## config.mk

```make
export PLATFORM = sky130hd
export DESIGN_NAME = sha256_msg_sched
export DESIGN_NICKNAME = d
export VERILOG_FILES = /design/src/rtl/sha256_pkg.sv /design/src/rtl/sha256_ssig.sv /design/src/rtl/sha256_msg_sched.sv
export SDC_FILE = /design/constraint.sdc
export NUM_CORES = 1
export LEC_CHECK = 0
export BUFFER_PORTS_ARGS = -buffer_cell sky130_fd_sc_hd__buf_2
export CORE_MARGIN = 2
export CORE_UTILIZATION = 60
export CTS_BUF_LIST = sky130_fd_sc_hd__clkbuf_16
export DETAILED_ROUTE_END_ITERATION = 12
export PLACE_DENSITY = 0.77
export SLEW_MARGIN = 30
export SYNTH_ARGS = -nofsm -noshare
export SYNTH_HDL_FRONTEND = slang
export SYNTH_HIERARCHICAL = 1
export SYNTH_SLANG_ARGS = --single-unit
export TNS_END_PERCENT = 20
```

## constraint.sdc

```tcl
create_clock -name clk_i -period 4.89 [get_ports clk_i]
set_input_delay 0.978 -clock clk_i [delete_from_list [all_inputs] [get_ports clk_i]]
set_output_delay 0.978 -clock clk_i [all_outputs]
set_load 0.01 [all_outputs]
```

## src/rtl/sha256_pkg.sv

```systemverilog
// Shared SHA-256 types, constants and helpers for the message schedule and the
// round datapath.
package sha256_pkg;

   localparam int unsigned WordWidth  = 32;
   localparam int unsigned BlockWords = 16;
   localparam int unsigned Rounds     = 64;

   // Small-sigma rotate/shift amounts.
   localparam int unsigned Ssig0Rot1 = 7;
   localparam int unsigned Ssig0Rot2 = 18;
   localparam int unsigned Ssig0Shr  = 3;
   localparam int unsigned Ssig1Rot1 = 17;
   localparam int unsigned Ssig1Rot2 = 19;
   localparam int unsigned Ssig1Shr  = 10;

   typedef logic [WordWidth-1:0] word_t;

   typedef enum logic [0:0] {
      StLoad,
      StEmit
   } sched_state_e;

   // Rotate right by a constant amount in 1..WordWidth-1.
   function automatic word_t rotr(input word_t x, input int unsigned n);
      return (x >> n) | (x << (WordWidth - n));
   endfunction

endpackage

```

## src/rtl/sha256_ssig.sv

```systemverilog
// SHA-256 small sigma function: Sel = 0 gives ssig0, Sel = 1 gives ssig1.
// Purely combinational; the compression datapath reuses it.
module sha256_ssig
   import sha256_pkg::*;
#(
   parameter int unsigned Sel = 0
) (
   input  logic [WordWidth-1:0] x_i,
   output logic [WordWidth-1:0] y_o
);

   localparam int unsigned Rot1 = (Sel == 0) ? Ssig0Rot1 : Ssig1Rot1;
   localparam int unsigned Rot2 = (Sel == 0) ? Ssig0Rot2 : Ssig1Rot2;
   localparam int unsigned Shr  = (Sel == 0) ? Ssig0Shr  : Ssig1Shr;

   // XOR of two rotations and one logical shift.
   always_comb begin
      y_o = rotr(x_i, Rot1) ^ rotr(x_i, Rot2) ^ (x_i >> Shr);
   end

endmodule

```

## src/rtl/sha256_msg_sched.sv

```systemverilog
// Word-serial SHA-256 message schedule generator. Loads W0..W15 over a
// valid/ready stream, then emits W0..W63 one word per handshake.
module sha256_msg_sched
   import sha256_pkg::*;
#(
   // Fixed by SHA-256; the sigma units and window taps assume these values.
   parameter int unsigned WordWidth  = sha256_pkg::WordWidth,
   parameter int unsigned BlockWords = sha256_pkg::BlockWords,
   parameter int unsigned Rounds     = sha256_pkg::Rounds
) (
   input  logic                       clk_i,
   input  logic                       rst_i,
   input  logic                       flush_i,
   input  logic                       blk_valid_i,
   output logic                       blk_ready_o,
   input  logic [WordWidth-1:0]       blk_word_i,
   output logic                       w_valid_o,
   input  logic                       w_ready_i,
   output logic [WordWidth-1:0]       w_o,
   output logic [$clog2(Rounds)-1:0]  w_idx_o,
   output logic                       w_last_o
);

   localparam int unsigned IdxW  = $clog2(Rounds);
   localparam int unsigned LcntW = $clog2(BlockWords);

   localparam logic [LcntW-1:0] LcntLast = LcntW'(BlockWords - 1);
   localparam logic [IdxW-1:0]  TLast    = IdxW'(Rounds - 1);
   localparam logic [IdxW-1:0]  TPenult  = IdxW'(Rounds - 2);

   sched_state_e                            state_q;
   // Window slot 0 is the oldest word and always the one being presented.
   logic [BlockWords-1:0][WordWidth-1:0]   win_q;
   logic [LcntW-1:0]                        lcnt_q;
   logic [IdxW-1:0]                         t_q;
   logic                                    last_q;

   logic [WordWidth-1:0] ssig0_w;
   logic [WordWidth-1:0] ssig1_w;
   logic [WordWidth-1:0] next_w;

   sha256_ssig #(
      .Sel (0)
   ) u_ssig0 (
      .x_i (win_q[1]),
      .y_o (ssig0_w)
   );

   sha256_ssig #(
      .Sel (1)
   ) u_ssig1 (
      .x_i (win_q[14]),
      .y_o (ssig1_w)
   );

   // Recurrence for the word entering the top of the window: W(t+16).
   always_comb begin
      next_w = ssig1_w + win_q[9] + ssig0_w + win_q[0];
   end

   // Load/emit control, window shift and counters; reset beats flush beats handshakes.
   always_ff @(posedge clk_i) begin
      if (rst_i) begin
         state_q <= StLoad;
         win_q   <= '0;
         lcnt_q  <= '0;
         t_q     <= '0;
         last_q  <= 1'b0;
      end else if (flush_i) begin
         // Window left as is; the next 16 loads overwrite every slot.
         state_q <= StLoad;
         lcnt_q  <= '0;
         t_q     <= '0;
         last_q  <= 1'b0;
      end else begin
         unique case (state_q)
            StLoad: begin
               if (blk_valid_i) begin
                  win_q <= {blk_word_i, win_q[BlockWords-1:1]};
                  if (lcnt_q == LcntLast) begin
                     state_q <= StEmit;
                     lcnt_q  <= '0;
                     t_q     <= '0;
                     last_q  <= 1'b0;
                  end else begin
                     lcnt_q <= lcnt_q + 1'b1;
                  end
               end
            end
            StEmit: begin
               if (w_ready_i) begin
                  // Words computed past t = 47 are never emitted.
                  win_q <= {next_w, win_q[BlockWords-1:1]};
                  if (t_q == TLast) begin
                     state_q <= StLoad;
                     t_q     <= '0;
                     last_q  <= 1'b0;
                  end else begin
                     t_q    <= t_q + 1'b1;
                     last_q <= (t_q == TPenult);
                  end
               end
            end
            default: state_q <= StLoad;
         endcase
      end
   end

   // All outputs come straight from state registers.
   always_comb begin
      blk_ready_o = (state_q == StLoad);
      w_valid_o   = (state_q == StEmit);
      w_o         = win_q[0];
      w_idx_o     = t_q;
      w_last_o    = last_q;
   end

endmodule

```

==> results of run 1 <==
==> layout by cell type, fill, tap and decap left out, types with 10 or more instances in the layout <==
cell	n
buf_4	16
nand2_1	1005
xnor2_1	15
nand3_1	12
mux2i_1	12
o211ai_1	10
inv_1	204
fa_1	62
dfxtp_1	524
a211oi_1	18
o21ai_0	30
a21oi_1	530
nor2_1	46
buf_2	76
nor3_1	13
xor3_1	50
ha_1	34
xor2_1	30
clkbuf_16	52
a21o_1	12
==> flip-flops by register name, indices dropped and copies added (netlist names) <==
register   flops
w_o           32
w_last_o       1
w_idx_o        6
win_q        480
w_valid_o      1
lcnt_q         4
==> cell families (layout without fill, tap and decap cells) <==
| logic type | after synthesis | after routing | share of synthesized area [%] |
|---|---|---|---|
| buf+inv | 407 | 379 | 7.29 |
| simple gates | 1118 | 1118 | 18.5 |
| xor+xnor | 96 | 96 | 6.85 |
| flops | 524 | 524 | 44.7 |
| compound gates | 649 | 649 | 15.0 |
| fa+ha+maj | 96 | 96 | 7.09 |
| mux | 13 | 13 | 0.559 |
==> worst paths after layout <==
path                                              start                       to  slack [ns]  cells past startpoint
worst min-delay path            win_q[394]$_SDFFE_PP0P_  win_q[362]$_SDFFE_PP0P_        0.44                      2
worst max-delay path             win_q[40]$_SDFFE_PP0P_  win_q[499]$_SDFFE_PP0P_        0.51                     15
worst min register to register  win_q[394]$_SDFFE_PP0P_  win_q[362]$_SDFFE_PP0P_        0.44                      2
worst max register to register   win_q[40]$_SDFFE_PP0P_  win_q[499]$_SDFFE_PP0P_        0.51                     15
==> routing by layer <==
layer | vias up | track usage (%) | part of all wire [%]
met5 | - | 0 | 0.021
met4 | 2 | 8.27 | 2.5
met3 | 91 | 4.32 | 5.8
met2 | 484 | 47.8 | 47
met1 | 9042 | 41.3 | 45
li1 | 9201 | - | -
==> power groups by stage <==
stage | logic (mW) | clock network, mW | registers [mW]
finish | 0.389 | 3.67 | 4.32
floorplan | 0.289 | 0 | 4.40
global route | 0.427 | 3.91 | 4.32
global placement | 0.384 | 0 | 4.41
CTS | 0.389 | 3.74 | 4.32
detailed placement | 0.387 | 0 | 4.41
==> tightest hold or removal path, delay by kind of cell (launching register included) <==
kind,cells,cell delay (ns)
AND/OR/NAND/NOR,1,0.05
flip-flops,1,0.31
AO/OA/AOI/OAI,1,0.05
==> area by class of cell <==
class / instances / area, sq um
Fill cell: 3281 / 13300
Multi-Input combinational cell: 1972 / 11300
Sequential cell: 524 / 10500
Clock buffer: 52 / 1300
Inverter: 187 / 702
Timing Repair Buffer: 102 / 696
Tap cell: 518 / 648
Clock inverter: 38 / 234
==> impl_metrics.json, run 1 <==
{
  "outcome": "finished clean",
  "critPathKind": "flip-flop to flip-flop",
  "ys_warn_count": 6,
  "core-area_sq_um": 38600,
  "cts_max_path_buffers": 3,
  "routed_wl_mm": 60.7,
  "die_w_um": 202,
  "slowest_stage": "fa_1",
  "cts_max_level": 2,
  "powerDensity_nw_per_um2": 330,
  "internal_power_mw": 6.42,
  "synth_flop_cell": "dfxtp_1",
  "synth_top_area_cell": "dfxtp_1",
  "relSlewSlack_pct": 27.8,
  "required_ns": 5.37,
  "initial_core_util_pct": 60.8,
  "path_cells": "xor3_1 -> inv_1 -> fa_1 -> fa_1 -> inv_1 -> ha_1 -> inv_1 -> fa_1 -> nand2b_1 -> a21o_1 -> a31o_2 -> o211ai_2 -> a41oi_1 -> xor2_1 -> a2111oi_2",
  "routed_via_density": 5.55,
  "fin_skew_ns": 0.0167,
  "synth_edf_count": 0,
  "synth_top_area_share_pct": 44.7,
  "first_pass_iters": 6,
  "syn_inst": 2903,
  "vdd_drop_max_v": 0.000317,
  "p_sw_share_pct": 23.4,
  "critPathTopFamily": "adder cells",
  "setup_viol": 0,
  "insertedDiodeCount": 0,
  "post-dp-hpwl_mm": 41.7,
  "fin_area_sq_um": 25400,
  "yosysMostFrequentCell": "nand2_1",
  "drive_above_1_share_pct": 6.26,
  "cts_buffers": 52,
  "cts_hold_buf": 0,
  "clk_pin_slew_worst_paths_ns": 0.06,
  "crit_fanout": 5,
  "cts-resized-gates": 0,
  "total_power_mw": 8.38,
  "cp.buffers_inverters": 3,
  "grt_pass1_vias": 17300,
  "synth.distinct_cells": 57,
  "finalHoldViolCount": 0,
  "die_y_um": 202,
  "area_growth_pct": 8.04,
  "pre_cts_slack_ns": 0.569,
  "top_level_ports": 78,
  "port_buffers": 77,
  "combinationalPowerShare_pct": 4.6,
  "synthTopCellsByCount": "1005 x nand2_1, 531 x a21oi_1, 524 x dfxtp_1",
  "synth_nets": 3036,
  "final_core_util_pct": 65.7,
  "num_rows": 72,
  "hold-worst-slack_ns": 0.443,
  "switchingPower_mw": 1.96,
  "nets": 2972,
  "wire_per_inst_um": 17.9,
  "clk-insertion-delay-late_ns": 0.59,
  "syn-cell-area_sq_um": 23500,
  "post-cts-setup-buffer-count": 0,
  "leakagePower_nw": 9.03,
  "cts_tree": "built",
  "fin_tns_setup_ns": 0,
  "critPathCaptureType": "flip-flop",
  "ant_nets": 0,
  "drtIter0Drc": 1781,
  "rsz0062_at_grt": "false",
  "cap_violations": 0,
  "fin_cells": 3393,
  "dp.cells": 3303,
  "min_path_type": "flip-flop to flip-flop",
  "vias": 18800,
  "cts.sinks": 524,
  "place_area_sq_um": 23800,
  "finalWorstSetupSlack_ns": 0.511,
  "ys_seq_elements": 524,
  "startpoint_type": "flip-flop",
  "dieArea_sq_um": 40800,
  "p_clk_share_pct": 43.8,
  "synth.area.top_cells": "dfxtp_1 45%, nand2_1 16%, a21oi_1 11%, fa_1 5.3%, xor3_1 5.1%",
  "period_share_pct": 89.5,
  "grt_max_degree": 222,
  "worstMarginPinSlew_ns": 1.08,
  "cts_root_buf": "clkbuf_16",
  "async_flop_share_pct": 0,
  "avgSynthCellArea_sq_um": 8.09,
  "gp_congestion": 0.966,
  "antenna_found_initial": 1,
  "cpPeakStageDelay_ns": 0.48,
  "cp.arrival_ns": 4.86,
  "yosysSeqAreaShare_pct": 44.7,
  "track_usage_pct": 29.5,
  "grt_overflow": 0,
  "finalMaxSlewViolations": 0,
  "p_seq_share_pct": 51.5,
  "clock.fmax_ghz": 0.228,
  "min_period_ns": 4.38,
  "grt_pass1_wl_mm": 95.1,
  "drc": 0
}
Power figures use the tool's default switching activity.
==> run 2: changes to the inputs <==
RECOVER_POWER = 25   (was unset)
==> run 2 against run 1 <==
Against the previous run: the flow now finishes with violations (capacitance limit, slew limit); combinational power about the same; sequential share of layout area grew 0.16 points; power about the same; critical path depth down 12; die area unchanged; sequential cell count unchanged; fmax down 1.0%; hold slack gained 0.0038 ns; count of clock-buffer cells in the layout is the same; clock skew is 0.0012 ns higher.
==> impl_metrics.json, run 2 (synthesis gave the netlist of run 1 again) <==
{
  "combinationalPowerShare_pct": 4.6,
  "critPathTopFamily": "buffers and inverters",
  "leakagePower_nw": 8.84,
  "dp.cells": 3303,
  "cts_tree": "built",
  "antenna_found_initial": 1,
  "fin_cells": 3393,
  "path_cells": "clkbuf_1 -> inv_1 -> buf_2",
  "finalMaxSlewViolations": 211,
  "fin_tns_setup_ns": 0,
  "crit_fanout": 38,
  "clock.fmax_ghz": 0.226,
  "violations": "capacitance limit, slew limit",
  "vdd_drop_max_v": 0.000313,
  "relSlewSlack_pct": -63.4,
  "slowest_stage": "clkbuf_1",
  "period_share_pct": 90.5,
  "dieArea_sq_um": 40800,
  "min_period_ns": 4.42,
  "setup_viol": 0,
  "startpoint_type": "flip-flop",
  "wire_per_inst_um": 17.8,
  "outcome": "finished with violations",
  "cts.sinks": 524,
  "fin_skew_ns": 0.0179,
  "nets": 2972,
  "final_common_cell": "nand2_1",
  "drc": 0,
  "cts_hold_buf": 0,
  "grt_max_degree": 222,
  "die_w_um": 202,
  "grt_pass1_vias": 17300,
  "grt_overflow": 0,
  "hold_start": "win_q[202]$_SDFFE_PP0P_",
  "min_path_type": "flip-flop to flip-flop",
  "routed_wl_mm": 60.6,
  "cap_violations": 3,
  "top_level_ports": 78,
  "post-cts-setup-buffer-count": 0,
  "area_growth_pct": 7.62,
  "cts-resized-gates": 0,
  "insertedDiodeCount": 0,
  "r2r_start": "win_q[40]$_SDFFE_PP0P_",
  "grt_pass1_wl_mm": 95.1,
  "r2r_slack_ns": 0.47,
  "cp.arrival_ns": 3.45,
  "p_sw_share_pct": 23.4,
  "cts_buffers": 52,
  "p_clk_share_pct": 43.8,
  "worst-path-stages": 3,
  "startpoint": "w_valid_o$_SDFF_PP0_",
  "critPathKind": "flip-flop to primary output",
  "post-dp-hpwl_mm": 41.7,
  "die_y_um": 202,
  "rsz0062_at_grt": "false",
  "cp.buffers_inverters": 3,
  "worstHoldPathCells": 2,
  "top_register": "win_q",
  "clk_pin_slew_worst_paths_ns": 0.06,
  "powerDensity_nw_per_um2": 331,
  "p_seq_share_pct": 51.6,
  "track_usage_pct": 29.5,
  "reg2reg_depth": 15,
  "routed_via_density": 5.56,
  "cpPeakStageDelay_ns": 1.36,
  "internal_power_mw": 6.42,
  "drive_above_1_share_pct": 4.80,
  "clk-insertion-delay-late_ns": 0.59,
  "core-area_sq_um": 38600,
  "cts_root_buf": "clkbuf_16",
  "num_rows": 72,
  "ant_nets": 0,
  "finalHoldViolCount": 0,
  "switchingPower_mw": 1.96,
  "largest_reg_flops": 480,
  "vias": 18900,
  "cts_max_level": 2,
  "worstMarginPinSlew_ns": 2.45,
  "port_buffers": 77,
  "layout_common_cells": "1005 x nand2_1, 531 x a21oi_1, 524 x dfxtp_1, 204 x inv_1, 62 x fa_1",
  "drtIter0Drc": 1887,
  "gp_congestion": 0.966,
  "first_pass_iters": 6,
  "cts_max_path_buffers": 3,
  "critPathCaptureType": "primary output",
  "initial_core_util_pct": 60.8,
  "required_ns": 3.91
}
[run 2: area by class of cell]
class	instances	area (sq um)
clock buffers	52	1300
clock inverters	38	234
fillers	3312	13400
inverters	187	702
multi-input cells	1972	11300
flip-flops and latches	524	10500
well taps	518	648
repair buffers	102	616
[run 2: routing by layer]
| metal | vias to the layer above | routed length (um) | GRT usage (%) |
|---|---|---|---|
| met5 | - | 13 | 0 |
| met4 | 2 | 1600 | 8.27 |
| met3 | 97 | 3710 | 4.32 |
| met2 | 504 | 28300 | 47.8 |
| met1 | 9054 | 26900 | 41.3 |
| li1 | 9202 | - | - |
[run 2: worst min-delay path: stages, from the launching register on]
cell and delay, ns:
dfxtp_1 0.31, nand2_1 0.05, a21oi_1 0.05
[run 2: power by group through the flow]
stage / combinational [mW] / sequential, mW / clock, mW
6_report: 0.386 / 4.32 / 3.67
5_1_grt: 0.424 / 4.32 / 3.91
4_1_cts: 0.389 / 4.32 / 3.74
3_5_place_dp: 0.387 / 4.41 / 0
3_3_place_gp: 0.384 / 4.41 / 0
2_1_floorplan: 0.289 / 4.40 / 0
[run 2: worst paths after layout]
check | endpoint
setup / recovery | blk_ready_o
hold / removal | win_q[170]$_SDFFE_PP0P_
setup reg to reg | win_q[499]$_SDFFE_PP0P_
hold reg to reg | win_q[170]$_SDFFE_PP0P_
[run 2: through the flow]
stage	power (mW)	util (%)	area (sq um)	hold WS, ns	worst slack [ns]
floorplan	4.69	-	23500	0.429	0.918
global placement	4.80	61.7	23800	0.436	0.600
detailed placement	4.80	61.7	23800	0.442	0.569
CTS	8.45	65.7	25400	0.440	0.548
global route	8.65	65.4	25300	0.461	0.154
finish	8.38	65.4	25300	0.447	0.466
==> run 3: changes to the inputs <==
GPL_TIMING_DRIVEN = 0   (was unset)
==> run 3 against run 2 <==
Against the previous run: the run now ends clean; utilization is 2.2 points higher; routed wire length is 12% higher; register-to-register slack worse by 0.20 ns; final area is 3.4% higher; die area stayed put; critical path type is now flip-flop to flip-flop; largest cell class unchanged; highest routed layer is now met4.
==> impl_metrics.json, run 3 (synthesis gave the netlist of run 1 again) <==
{
  "cts-resized-gates": 0,
  "drc": 0,
  "first_pass_iters": 6,
  "track_usage_pct": 33.3,
  "gp_congestion": 0.993,
  "fin_skew_ns": 0.0136,
  "hold-worst-slack_ns": 0.449,
  "layout_common_cells": "1005 x nand2_1, 531 x a21oi_1, 524 x dfxtp_1, 193 x inv_1, 165 x clkbuf_1",
  "routed_via_density": 5.61,
  "cts_max_level": 2,
  "clk_pin_slew_worst_paths_ns": 0.07,
  "cts_hold_buf": 0,
  "crit_fanout": 5,
  "insertedDiodeCount": 0,
  "top_level_ports": 78,
  "cp.arrival_ns": 5.12,
  "num_rows": 72,
  "cts.sinks": 524,
  "drtIter0Drc": 1692,
  "vdd_drop_max_v": 0.000334,
  "dieArea_sq_um": 40800,
  "cts_tree": "built",
  "setup_viol": 0,
  "critPathKind": "flip-flop to flip-flop",
  "wire_per_inst_um": 18.9,
  "cts_max_path_buffers": 3,
  "outcome": "finished clean",
  "powerDensity_nw_per_um2": 330,
  "die_w_um": 202,
  "clk-insertion-delay-late_ns": 0.60,
  "startpoint_type": "flip-flop",
  "dp.cells": 3498,
  "die_y_um": 202,
  "final_common_cell": "nand2_1",
  "nets": 3168,
  "post-dp-hpwl_mm": 51.5,
  "grt_pass1_wl_mm": 105,
  "ant_nets": 0,
  "min_period_ns": 4.63,
  "cap_violations": 0,
  "grt_overflow": 0,
  "worstMarginPinSlew_ns": 0.977,
  "total_power_mw": 8.63,
  "finalMaxSlewViolations": 0,
  "antenna_found_initial": 0,
  "fin_cells": 3596,
  "reg2reg_depth": 15,
  "port_buffers": 76,
  "required_ns": 5.39,
  "min_path_type": "flip-flop to flip-flop",
  "vias": 20200,
  "cts_root_buf": "clkbuf_16",
  "cts_buffers": 53,
  "worstHoldPathCells": 2,
  "area_growth_pct": 11.3,
  "final_core_util_pct": 67.6,
  "grt_pass1_vias": 19500,
  "initial_core_util_pct": 60.8,
  "finalHoldViolCount": 0,
  "critPathCaptureType": "flip-flop",
  "core-area_sq_um": 38600,
  "clock.fmax_ghz": 0.216,
  "routed_wl_mm": 68.0,
  "period_share_pct": 94.6,
  "grt_max_degree": 15,
  "drive_above_1_share_pct": 7.08,
  "top_register": "win_q",
  "leakagePower_nw": 9.34,
  "fin_tns_setup_ns": 0,
  "rsz0062_at_grt": "false",
  "relSlewSlack_pct": 34.9,
  "largest_reg_flops": 480,
  "post-cts-setup-buffer-count": 0
}
==> run 3: worst paths after layout <==
path	from	end	slack, ns
max	win_q[40]$_SDFFE_PP0P_	win_q[499]$_SDFFE_PP0P_	0.26
max reg2reg	win_q[40]$_SDFFE_PP0P_	win_q[499]$_SDFFE_PP0P_	0.26
min	win_q[191]$_SDFFE_PP0P_	win_q[159]$_SDFFE_PP0P_	0.45
min reg2reg	win_q[191]$_SDFFE_PP0P_	win_q[159]$_SDFFE_PP0P_	0.45
==> run 3: where the power goes <==
group	switching [mW]	total, mW	internal [mW]	leakage (nW)
logic	0.317	0.429	0.112	4.28
clock network	1.72	3.88	2.17	0.832
registers	0.0290	4.32	4.29	4.23
==> run 3: routing by layer <==
| metal | vias up | track usage [%] | part of all wire [%] |
|---|---|---|---|
| li1 | 9606 | - | - |
| met5 | - | 0 | 0 |
| met1 | 9610 | 44.1 | 42 |
| met3 | 162 | 7.77 | 9.1 |
| met2 | 802 | 52.3 | 44 |
| met4 | 0 | 14.5 | 4.4 |
==> run 3: final cells by class <==
cell class	count	area, sq um
fillers	3235	12500
multi-input cells	1972	11300
flip-flops and latches	524	10500
clock buffers	54	1350
plain buffers	220	986
inverters	187	702
well taps	518	648
repair buffers	77	372
clock inverters	44	300
==> run 3: stage by stage <==
| stage | area, sq um | setup WS, ns |
|---|---|---|
| after floorplan | 23500 | 0.918 |
| after global placement | 24500 | 0.418 |
| after detailed placement | 24500 | 0.354 |
| after CTS | 26200 | 0.306 |
| after global routing | 26100 | 0.152 |
| final | 26100 | 0.262 |
==> run 3: critical path, cell delays in order (launching register included) <==
cell	delay, ns
dfxtp_1	0.55
xor3_1	0.48
inv_1	0.08
fa_1	0.43
fa_1	0.54
inv_1	0.09
ha_1	0.21
inv_1	0.07
fa_1	0.40
nand2b_1	0.18
a21o_1	0.19
a31o_2	0.24
o211ai_2	0.32
a41oi_1	0.19
xor2_1	0.20
a2111oi_2	0.36
